===== config.mk =====
export PLATFORM = sky130hd
export DESIGN_NAME = datapath_sequencer
export DESIGN_NICKNAME = d
export VERILOG_FILES = /design/src/rtl/datapath_sequencer.sv
export SDC_FILE = /design/constraint.sdc
export NUM_CORES = 1
export LEC_CHECK = 0
export ABC_AREA = 0
export CAP_MARGIN = 30
export CORE_MARGIN = 5
export CORE_UTILIZATION = 42
export CTS_CLUSTER_SIZE = 40
export DETAILED_ROUTE_END_ITERATION = 12
export PLACE_DENSITY_LB_ADDON = 0.08
export SETUP_SLACK_MARGIN = 0.05
export SLEW_MARGIN = 30
export SYNTH_ARGS = -nofsm -noshare
export SYNTH_HDL_FRONTEND = slang
export SYNTH_SLANG_ARGS = --single-unit

===== constraint.sdc =====
create_clock -name clk -period 9.4 [get_ports clk]
set_input_delay 2.82 -clock clk [delete_from_list [all_inputs] [get_ports clk]]
set_output_delay 2.82 -clock clk [all_outputs]
set_load 0.01 [all_outputs]

===== src/rtl/datapath_sequencer.sv =====
// Multi-cycle control sequencer for the shared-bus datapath (fetch, decode, execute, memory watchdog).
// Optional single-instruction stepping is enabled by defining DATAPATH_SEQ_STEP_EN.
module datapath_sequencer #(
   parameter int         MEM_TIMEOUT = 15,
   parameter logic [4:0] ALU_ADD     = 5'b00011,
   parameter logic [4:0] ALU_AND     = 5'b00101,
   parameter logic [4:0] ALU_OR      = 5'b00110
) (
   input  logic        clk,
   input  logic        clr,
   input  logic        run,
`ifdef DATAPATH_SEQ_STEP_EN
   input  logic        step,
`endif
   input  logic [31:0] ir,
   input  logic        mem_ready,
   output logic [15:0] Rin,
   output logic [15:0] Rout,
   output logic        PCout,
   output logic        PCin,
   output logic        IncPC,
   output logic        IRin,
   output logic        MARin,
   output logic        MDRin,
   output logic        MDRout,
   output logic        MDRread,
   output logic        MEMwrite,
   output logic        Yin,
   output logic        Zlowin,
   output logic        Zhighin,
   output logic        ZLowout,
   output logic        ZHighout,
   output logic        HIin,
   output logic        LOin,
   output logic        Cout,
   output logic [4:0]  ALUselect,
   output logic        halted,
   output logic        fault
);

   localparam logic [3:0] S_IDLE  = 4'd0;
   localparam logic [3:0] S_T0    = 4'd1;
   localparam logic [3:0] S_T1    = 4'd2;
   localparam logic [3:0] S_T2    = 4'd3;
   localparam logic [3:0] S_T3    = 4'd4;
   localparam logic [3:0] S_T4    = 4'd5;
   localparam logic [3:0] S_T5    = 4'd6;
   localparam logic [3:0] S_T6    = 4'd7;
   localparam logic [3:0] S_T7    = 4'd8;
   localparam logic [3:0] S_HALT  = 4'd9;
   localparam logic [3:0] S_FAULT = 4'd10;

   localparam int CW = $clog2(MEM_TIMEOUT + 1);

   logic [3:0]    state, state_next;
   logic [CW-1:0] wait_cnt, wait_cnt_next;
   logic          go, in_wait, timeout;
   logic [3:0]    done_next;

   wire [4:0]  opcode = ir[31:27];
   wire [15:0] ra_hot = 16'h0001 << ir[26:23];
   wire [15:0] rb_hot = 16'h0001 << ir[22:19];
   wire [15:0] rc_hot = 16'h0001 << ir[18:15];
   logic       unused_ir;
   assign unused_ir = ^ir[14:0];

   wire is_rtype  = (opcode >= 5'b00011) && (opcode <= 5'b01011);
   wire is_imm    = (opcode >= 5'b01100) && (opcode <= 5'b01110);
   wire is_muldiv = (opcode == 5'b01111) || (opcode == 5'b10000);
   wire is_ld     = (opcode == 5'b00000);
   wire is_ldi    = (opcode == 5'b00001);
   wire is_st     = (opcode == 5'b00010);
   wire is_nop    = (opcode == 5'b11010);
   wire is_halt   = (opcode == 5'b11011);
   wire is_legal  = is_rtype | is_imm | is_muldiv | is_ld | is_ldi | is_st | is_nop | is_halt;

`ifdef DATAPATH_SEQ_STEP_EN
   logic step_q;
   always_ff @(posedge clk) begin
      if (clr) step_q <= 1'b0;
      else     step_q <= step;
   end
   assign go = run & step & ~step_q;
`else
   assign go = run;
`endif

   assign done_next = go ? S_T0 : S_IDLE;
   assign in_wait   = (state == S_T1) || (state == S_T6 && is_ld) || (state == S_T7 && is_st);
   assign timeout   = (wait_cnt == CW'(MEM_TIMEOUT - 1));

   // NOTE: every variable gets a default before the case so no latch is inferred.
   always_comb begin
      state_next    = state;
      wait_cnt_next = '0;
      case (state)
         S_IDLE:  if (go) state_next = S_T0;
         S_T0:    state_next = S_T1;
         S_T1:    state_next = S_T2;
         S_T2:    state_next = S_T3;
         S_T3: begin
            if (!is_legal)    state_next = S_FAULT;
            else if (is_halt) state_next = S_HALT;
            else if (is_nop)  state_next = done_next;
            else              state_next = S_T4;
         end
         S_T4:    state_next = S_T5;
         S_T5:    state_next = (is_ld || is_st || is_muldiv) ? S_T6 : done_next;
         S_T6:    state_next = is_muldiv ? done_next : S_T7;
         S_T7:    state_next = done_next;
         default: state_next = state;
      endcase
      // A wait state without mem_ready either stays and counts, or trips the watchdog.
      if (in_wait && !mem_ready) begin
         if (timeout) begin
            state_next = S_FAULT;
         end else begin
            state_next    = state;
            wait_cnt_next = wait_cnt + CW'(1);
         end
      end
   end

   // NOTE: sequential state uses non-blocking assignments only; clr is sampled on the clock edge.
   always_ff @(posedge clk) begin
      if (clr) begin
         state    <= S_IDLE;
         wait_cnt <= '0;
         fault    <= 1'b0;
      end else begin
         state    <= state_next;
         wait_cnt <= wait_cnt_next;
         fault    <= fault | (state_next == S_FAULT);
      end
   end

   // Strobes decode the state register and the IR register, so they only move on clock edges.
   always_comb begin
      Rin = '0;  Rout = '0;  ALUselect = '0;
      PCout = 1'b0;  PCin = 1'b0;  IncPC = 1'b0;  IRin = 1'b0;  MARin = 1'b0;
      MDRin = 1'b0;  MDRout = 1'b0;  MDRread = 1'b0;  MEMwrite = 1'b0;
      Yin = 1'b0;  Zlowin = 1'b0;  Zhighin = 1'b0;  ZLowout = 1'b0;  ZHighout = 1'b0;
      HIin = 1'b0;  LOin = 1'b0;  Cout = 1'b0;
      case (state)
         S_T0: begin PCout = 1'b1; MARin = 1'b1; IncPC = 1'b1; end
         S_T1: begin MDRread = 1'b1; MDRin = 1'b1; end
         S_T2: begin MDRout = 1'b1; IRin = 1'b1; end
         S_T3: begin
            if (is_muldiv) begin
               Rout = ra_hot; Yin = 1'b1;
            end else if (is_rtype || is_imm || is_ldi || is_ld || is_st) begin
               Rout = rb_hot; Yin = 1'b1;
            end
         end
         S_T4: begin
            Zlowin = 1'b1;
            if (is_rtype) begin
               Rout = rc_hot; Zhighin = 1'b1; ALUselect = opcode;
            end else if (is_imm) begin
               Cout = 1'b1; Zhighin = 1'b1;
               ALUselect = (opcode == 5'b01100) ? ALU_ADD :
                           (opcode == 5'b01101) ? ALU_AND : ALU_OR;
            end else if (is_muldiv) begin
               Rout = rb_hot; Zhighin = 1'b1; ALUselect = opcode;
            end else begin
               Cout = 1'b1; ALUselect = ALU_ADD;
            end
         end
         S_T5: begin
            ZLowout = 1'b1;
            if (is_muldiv)          LOin  = 1'b1;
            else if (is_ld || is_st) MARin = 1'b1;
            else                    Rin   = ra_hot;
         end
         S_T6: begin
            if (is_muldiv) begin
               ZHighout = 1'b1; HIin = 1'b1;
            end else if (is_ld) begin
               MDRread = 1'b1; MDRin = 1'b1;
            end else if (is_st) begin
               Rout = ra_hot; MDRin = 1'b1;
            end
         end
         S_T7: begin
            if (is_ld) begin
               MDRout = 1'b1; Rin = ra_hot;
            end else if (is_st) begin
               MEMwrite = 1'b1;
            end
         end
         default: ;
      endcase
   end

   assign halted = (state == S_HALT);

endmodule

# Yosys cells after proc, flatten, opt, wreduce, memory -nomap -nowiden
# Cells that the tools add are included.
[op_classes]
add_sub_neg = 1
order_cmp = 4
n_eq_ne = 19
shifts = 3
muxes = 59
bitwise = 9
n_reduce_logical = 18
[ops]
columns = ["cell", "count"]
rows = [
  ["two-way mux 16 bit", 11],
  ["one-hot mux 16 bit (3 select lines)", 1],
  ["<< shifter 1 x 4 -> 16 bit, first input constant", 3],
  ["one-hot mux 4 bit (9 select lines)", 1],
  ["one-hot mux 16 bit (2 select lines)", 1],
  ["two-way mux 1 bit", 27],
  ["two-way mux 4 bit", 6],
  ["two-way mux 5 bit", 4],
  ["equality test 4 x 3 -> 1 bit, second input constant", 4],
  ["equality test 4 bit, second input constant", 4],
  ["equality test 5 x 4 -> 1 bit, second input constant", 3],
  ["equality test 5 bit, second input constant", 3],
  ["less-or-equal comparator 5 x 4 -> 1 bit, second input constant", 2],
  ["logical OR 1 bit", 9],
  ["two-way mux 3 bit", 3],
  ["equality test 4 x 2 -> 1 bit, second input constant", 2],
  ["bitwise OR 1 bit", 8],
  ["one-hot mux 1 bit (2 select lines)", 4],
  ["equality test 5 x 1 -> 1 bit, second input constant", 1],
  ["equality test 5 x 2 -> 1 bit, second input constant", 1],
  [">= comparator 5 x 2 -> 1 bit, second input constant", 1],
  [">= comparator 5 x 4 -> 1 bit, second input constant", 1],
  ["logical AND 1 bit", 5],
  ["logical NOT 5 bit", 1],
  ["other kinds (7)", 7],
]
[word_totals]
reg_bits = 9
in_bits = 36
output_inout_bits = 56
wordCells = 116

# Logic depth before layout (Yosys ltp)
# Gate-level depths: netlist of run 1.
[depth]
word_depth = 14
mapped_depth = 10
depth_no_buf = 7

# Least setup slack after synthesis of run 1
# Ideal clock, no wire load.
[synth_path]
kind = "input port to output port"
start = "input ir[27]"
end = "output Rout[0]"
arrival_time_ps = 4718
t_required_ps = 6580
path_slack_ps = 1862
path_stages = 8
path_buffers = 2
cell_sequence = "buf_6 > or4_1 > buf_2 > a21oi_1 > a21bo_2 > a211oi_2 > and2_1 > a221o_1"
[synth_via]
elab_chain_len = 9
word_cells_on_any_way = 25
cone_classes = "4 x order compare; 4 x eq/ne; 9 x mux; 8 x reduce/logical"
[synth_rtl]
columns = ["element", "line", "text"]
rows = [
  ["start: declaration", "15", "input logic [31:0] ir,"],
  [">= comparator 5 x 2 -> 1 bit (tied with other cells)", "67", "wire is_rtype = (opcode >= 5'b00011) && (opcode <= 5'b01011);"],
  ["logical AND 1 bit, on equally long branches", "67, 68", ""],
  ["logical OR 1 bit (4 in series)", "151", "end else if (is_rtype || is_imm || is_ldi || is_ld || is_st) begin"],
  ["two-way mux 16 bit", "151", ""],
  ["two-way mux 16 bit", "149", "if (is_muldiv) begin"],
  ["one-hot mux 16 bit (3 select lines) (*)", "144", "case (state)"],
  ["end: declaration", "18", "output logic [15:0] Rout,"],
]
# Every way passes the cells marked *; elsewhere a longest branch is shown, timed or not.

# Worst setup path after layout of run 1
[layout_path]
start = "input ir[27]"
end = "output Rout[12]"
# The elaborated chain is that of the path after synthesis.

==> impl_summary.log, run 1 <==
INFO  metric globalplace.congestion = 0.864
INFO  metric setup-tns-final = 0 ns
INFO  metric ctsHtreeMaxLevel = 1
INFO  metric power_per_cell_area = 101 nW/µm²
INFO  metric yosys.area.top_type_share = 10.9%
INFO  metric max-clock-path-buffers = 2
INFO  metric layout-drive-gt1-share = 6.73%
INFO  metric final_min_period_over_clock_period = 92.4%
INFO  metric leakage = 0.797 nW
INFO  metric share_of_flip_flops_with_an_asynchronous_set_or_reset_after_synthesis = 0%
INFO  metric tritoncts.num_buffers = 3
INFO  metric wire_length_reported_by_the_detailed_router = 5460 µm
INFO  metric die_h = 72.7 µm
INFO  metric insertedDiodeCount = 0
INFO  metric timing_worst_setup_path_type = in -> out
INFO  metric period_needed = 8.69 ns
INFO  metric synth_compound_area_share = 37.7%
INFO  metric synth_enable_flop_cells = 0
INFO  metric port-buffer-count = 75
INFO  metric netlist_instances = 247
INFO  metric num-nets-final = 351
INFO  metric via_count = 2115
INFO  metric initial_utilization = 44.1%
INFO  metric clock_latency_late_sink = 0.24 ns
INFO  metric mux_contribution_to_synthesized_area = 1.21%
INFO  metric seq_area_frac_synth = 10.9%
INFO  metric synth-main-ff-cell = sky130_fd_sc_hd__dfxtp_1
INFO  metric setup_viol_count_final = 0
INFO  metric core_area = 3740 µm²
INFO  metric post_synth_instance_area = 1650 µm²
INFO  metric critical_path.max_fanout = 10
INFO  metric synth_nets = 285
INFO  metric fmax = 115 MHz
INFO  metric clk_pin_slew = 0.04 ns
INFO  metric post_drt_via_cell_ratio = 5.88
INFO  metric clockRootBuffer = sky130_fd_sc_hd__clkbuf_8
INFO  metric tritoncts = yes
INFO  metric worst_r2r_startpoint = state[2]$_SDFF_PP0_
INFO  metric critPathMostFrequentCell = sky130_fd_sc_hd__clkdlybuf4s50_1
INFO  metric timing.critical_path.max_delay_family = buffers and inverters
INFO  metric count_of_clock_tree_sinks = 9
INFO  metric grt_antenna_before_repair = 0
INFO  metric grt_remaining_overflow = 0
INFO  metric worst_slew_pin_slew = 0.608 ns
INFO  metric grt_setup_unrepaired = no
INFO  metric timing.critical_path.to_type = primary output
INFO  metric worstPathArrival = 5.87 ns
INFO  metric yosys_register_bits = 9
INFO  metric detail_route.iter0.violations = 125
INFO  metric netlist-cell-type-count = 64
INFO  metric timing.critical_path.from = ir[27]
INFO  metric hold_path_class = reg -> reg
INFO  metric grt_pass1_wl = 8800 µm
INFO  metric groute.usage.overall = 19.8%
INFO  metric timing.max_slew.rel_slack = 59.1%
INFO  metric timing.critical_path.slowest_cell_delay = 0.62 ns
INFO  metric vias_in_the_first_global_route = 1887
INFO  metric hold_viol = 0
INFO  metric synth.yosys.warnings = 0
INFO  metric start_kind = input port
INFO  metric dominant_combinational_cell_family_by_area_after_synthesis = compound AO/OA/AOI/OAI gates
INFO  metric drc_viols = 0
INFO  metric worstHoldStart = fault$_SDFF_PP0_
INFO  metric grt_start_max_net_pins = 24
INFO  metric cp.buffers_inverters = 2
INFO  metric synthToLayoutAreaGrowth = 47.5%
INFO  metric finalHoldWorstSlack = 0.470 ns
INFO  metric yosys.area_share.simple = 36.8%
INFO  metric synth.top_cells.by_area = sky130_fd_sc_hd__dfxtp_1 (11%), sky130_fd_sc_hd__nor2_1 (7.7%), sky130_fd_sc_hd__a21oi_1 (5.5%)
INFO  metric yosys.area_share.xor_xnor = 1.59%
INFO  metric synthesis.area_per_instance = 6.68 µm²
INFO  metric post_cts_buffers = 0
INFO  metric post_synth_top_cells = sky130_fd_sc_hd__nor2_1 (34), sky130_fd_sc_hd__nand2_1 (22), sky130_fd_sc_hd__a21oi_1 (18)
INFO  metric status = completed
INFO  metric path_cells = clkdlybuf4s50_1, or4b_4, a21oi_4, o21ai_4, o32a_1, or3b_4, o211ai_2, clkdlybuf4s50_1
INFO  metric fill_cells = 379
INFO  metric slowest_stage = sky130_fd_sc_hd__or4b_4
INFO  metric max_cap_viols = 0
INFO  metric r2r_setup_slack = 7.02 ns
INFO  metric core.rowCount = 22
INFO  metric synth-adder-area-share = 1.52%
INFO  metric hold_buffers = 0
INFO  metric yosys.area.top_type = sky130_fd_sc_hd__dfxtp_1
INFO  metric ioPinCount = 92
INFO  metric final_antenna_net_count = 0
INFO  metric worst-endpoint-required = 6.58 ns
INFO  metric dp_hpwl = 4240 µm
INFO  metric die_area = 5280 µm²
INFO  metric avgRoutedWirePerCell = 15.2 µm
INFO  metric slew_viol_final = 0
INFO  metric synth_most_common_cell = sky130_fd_sc_hd__nor2_1
INFO  metric drt-pass1-iter-count = 4
INFO  metric die_x = 72.7 µm
INFO  metric clock_skew = 0.00540 ns
INFO  metric postCtsResizedCells = 0
INFO  metric vdd_ir_drop_max = 123 µV
==> power by group <==
group,internal [mW],switching [mW],leakage [nW]
combinational,0.0656,0.0696,0.701
sequential,0.0445,0.0206,0.0731
clock,0.0296,0.0155,0.0228
==> flip-flops by register name (all words and copies together) (netlist names) <==
name / flops
fault: 1
state: 4
wait_cnt: 4
==> metal layers <==
layer  up-vias  routed length (µm)  track usage [%]
met5         -                   0                0
met4         0                  30             3.28
met3         5                 470             3.58
met2        91                2480             31.1
met1       972                2470             28.5
li1       1047                   -                -
==> stage by stage <==
stage | worst slack (ns) | power [mW] | utilization, % | std cells | cell area, µm²
6_report | 0.712 | 0.245 | 65.0 | 360 | 2430
5_1_grt | 0.552 | 0.261 | 65.0 | 360 | 2430
4_1_cts | 0.704 | 0.245 | 65.0 | 360 | 2430
3_5_place_dp | 0.712 | 0.198 | 63.8 | 356 | 2390
3_3_place_gp | 0.714 | 0.196 | 63.8 | 356 | 2390
2_1_floorplan | 1.86 | 0.147 | - | 247 | 1650
==> cell type report <==
cell class / instances / area (µm²) / area share, %
clock buffers: 4 / 45.0 / 1.85
inverters: 15 / 56.3 / 2.31
well taps: 48 / 60.1 / 2.47
repair buffers: 80 / 788 / 32.4
flip-flops and latches: 9 / 180 / 7.40
multi-input cells: 204 / 1310 / 53.6
==> worst paths after layout <==
check,end,cells after the start
worst max register to register,fault$_SDFF_PP0_,6
worst min register to register,fault$_SDFF_PP0_,2
worst max-delay path,Rout[12],8
worst min-delay path,fault$_SDFF_PP0_,2
==> cells in the final DEF, fill, tap and decap left out, types with 5 or more instances in the layout <==
master                             n
sky130_fd_sc_hd__nor3_1           17
sky130_fd_sc_hd__inv_1            15
sky130_fd_sc_hd__clkdlybuf4s50_1  75
sky130_fd_sc_hd__nor2_1           34
sky130_fd_sc_hd__o21ai_0           5
sky130_fd_sc_hd__nand2_1          22
sky130_fd_sc_hd__nand2b_1         11
sky130_fd_sc_hd__nor2b_1           5
sky130_fd_sc_hd__buf_4             5
sky130_fd_sc_hd__nand3_1           7
sky130_fd_sc_hd__a22oi_1           6
sky130_fd_sc_hd__a21oi_1          18
sky130_fd_sc_hd__dfxtp_1           9
==> tightest hold or removal path, cell delays in order (launching register included) <==
cell,delay [ns]
sky130_fd_sc_hd__dfxtp_1,0.33
sky130_fd_sc_hd__nand2b_1,0.07
sky130_fd_sc_hd__o41ai_2,0.04
==> cells by family (layout without fill, tap and decap cells) <==
family | count (synthesis) | count (layout)
mux | 2 | 2
fa+ha+maj | 2 | 2
other cells | 1 | 1
buf+inv | 34 | 99
xor+xnor | 3 | 3
flops | 9 | 9
compound gates | 78 | 78
simple gates | 118 | 118
Power figures use the tool's default switching activity.
==> run 2, diff against run 1 <==
- SETUP_SLACK_MARGIN: 0.05 -> 0.5
- SLEW_MARGIN: 30 -> 20
==> results of run 2 <==
Same layout as run 1: the final DEF is identical, and so are final timing and power.
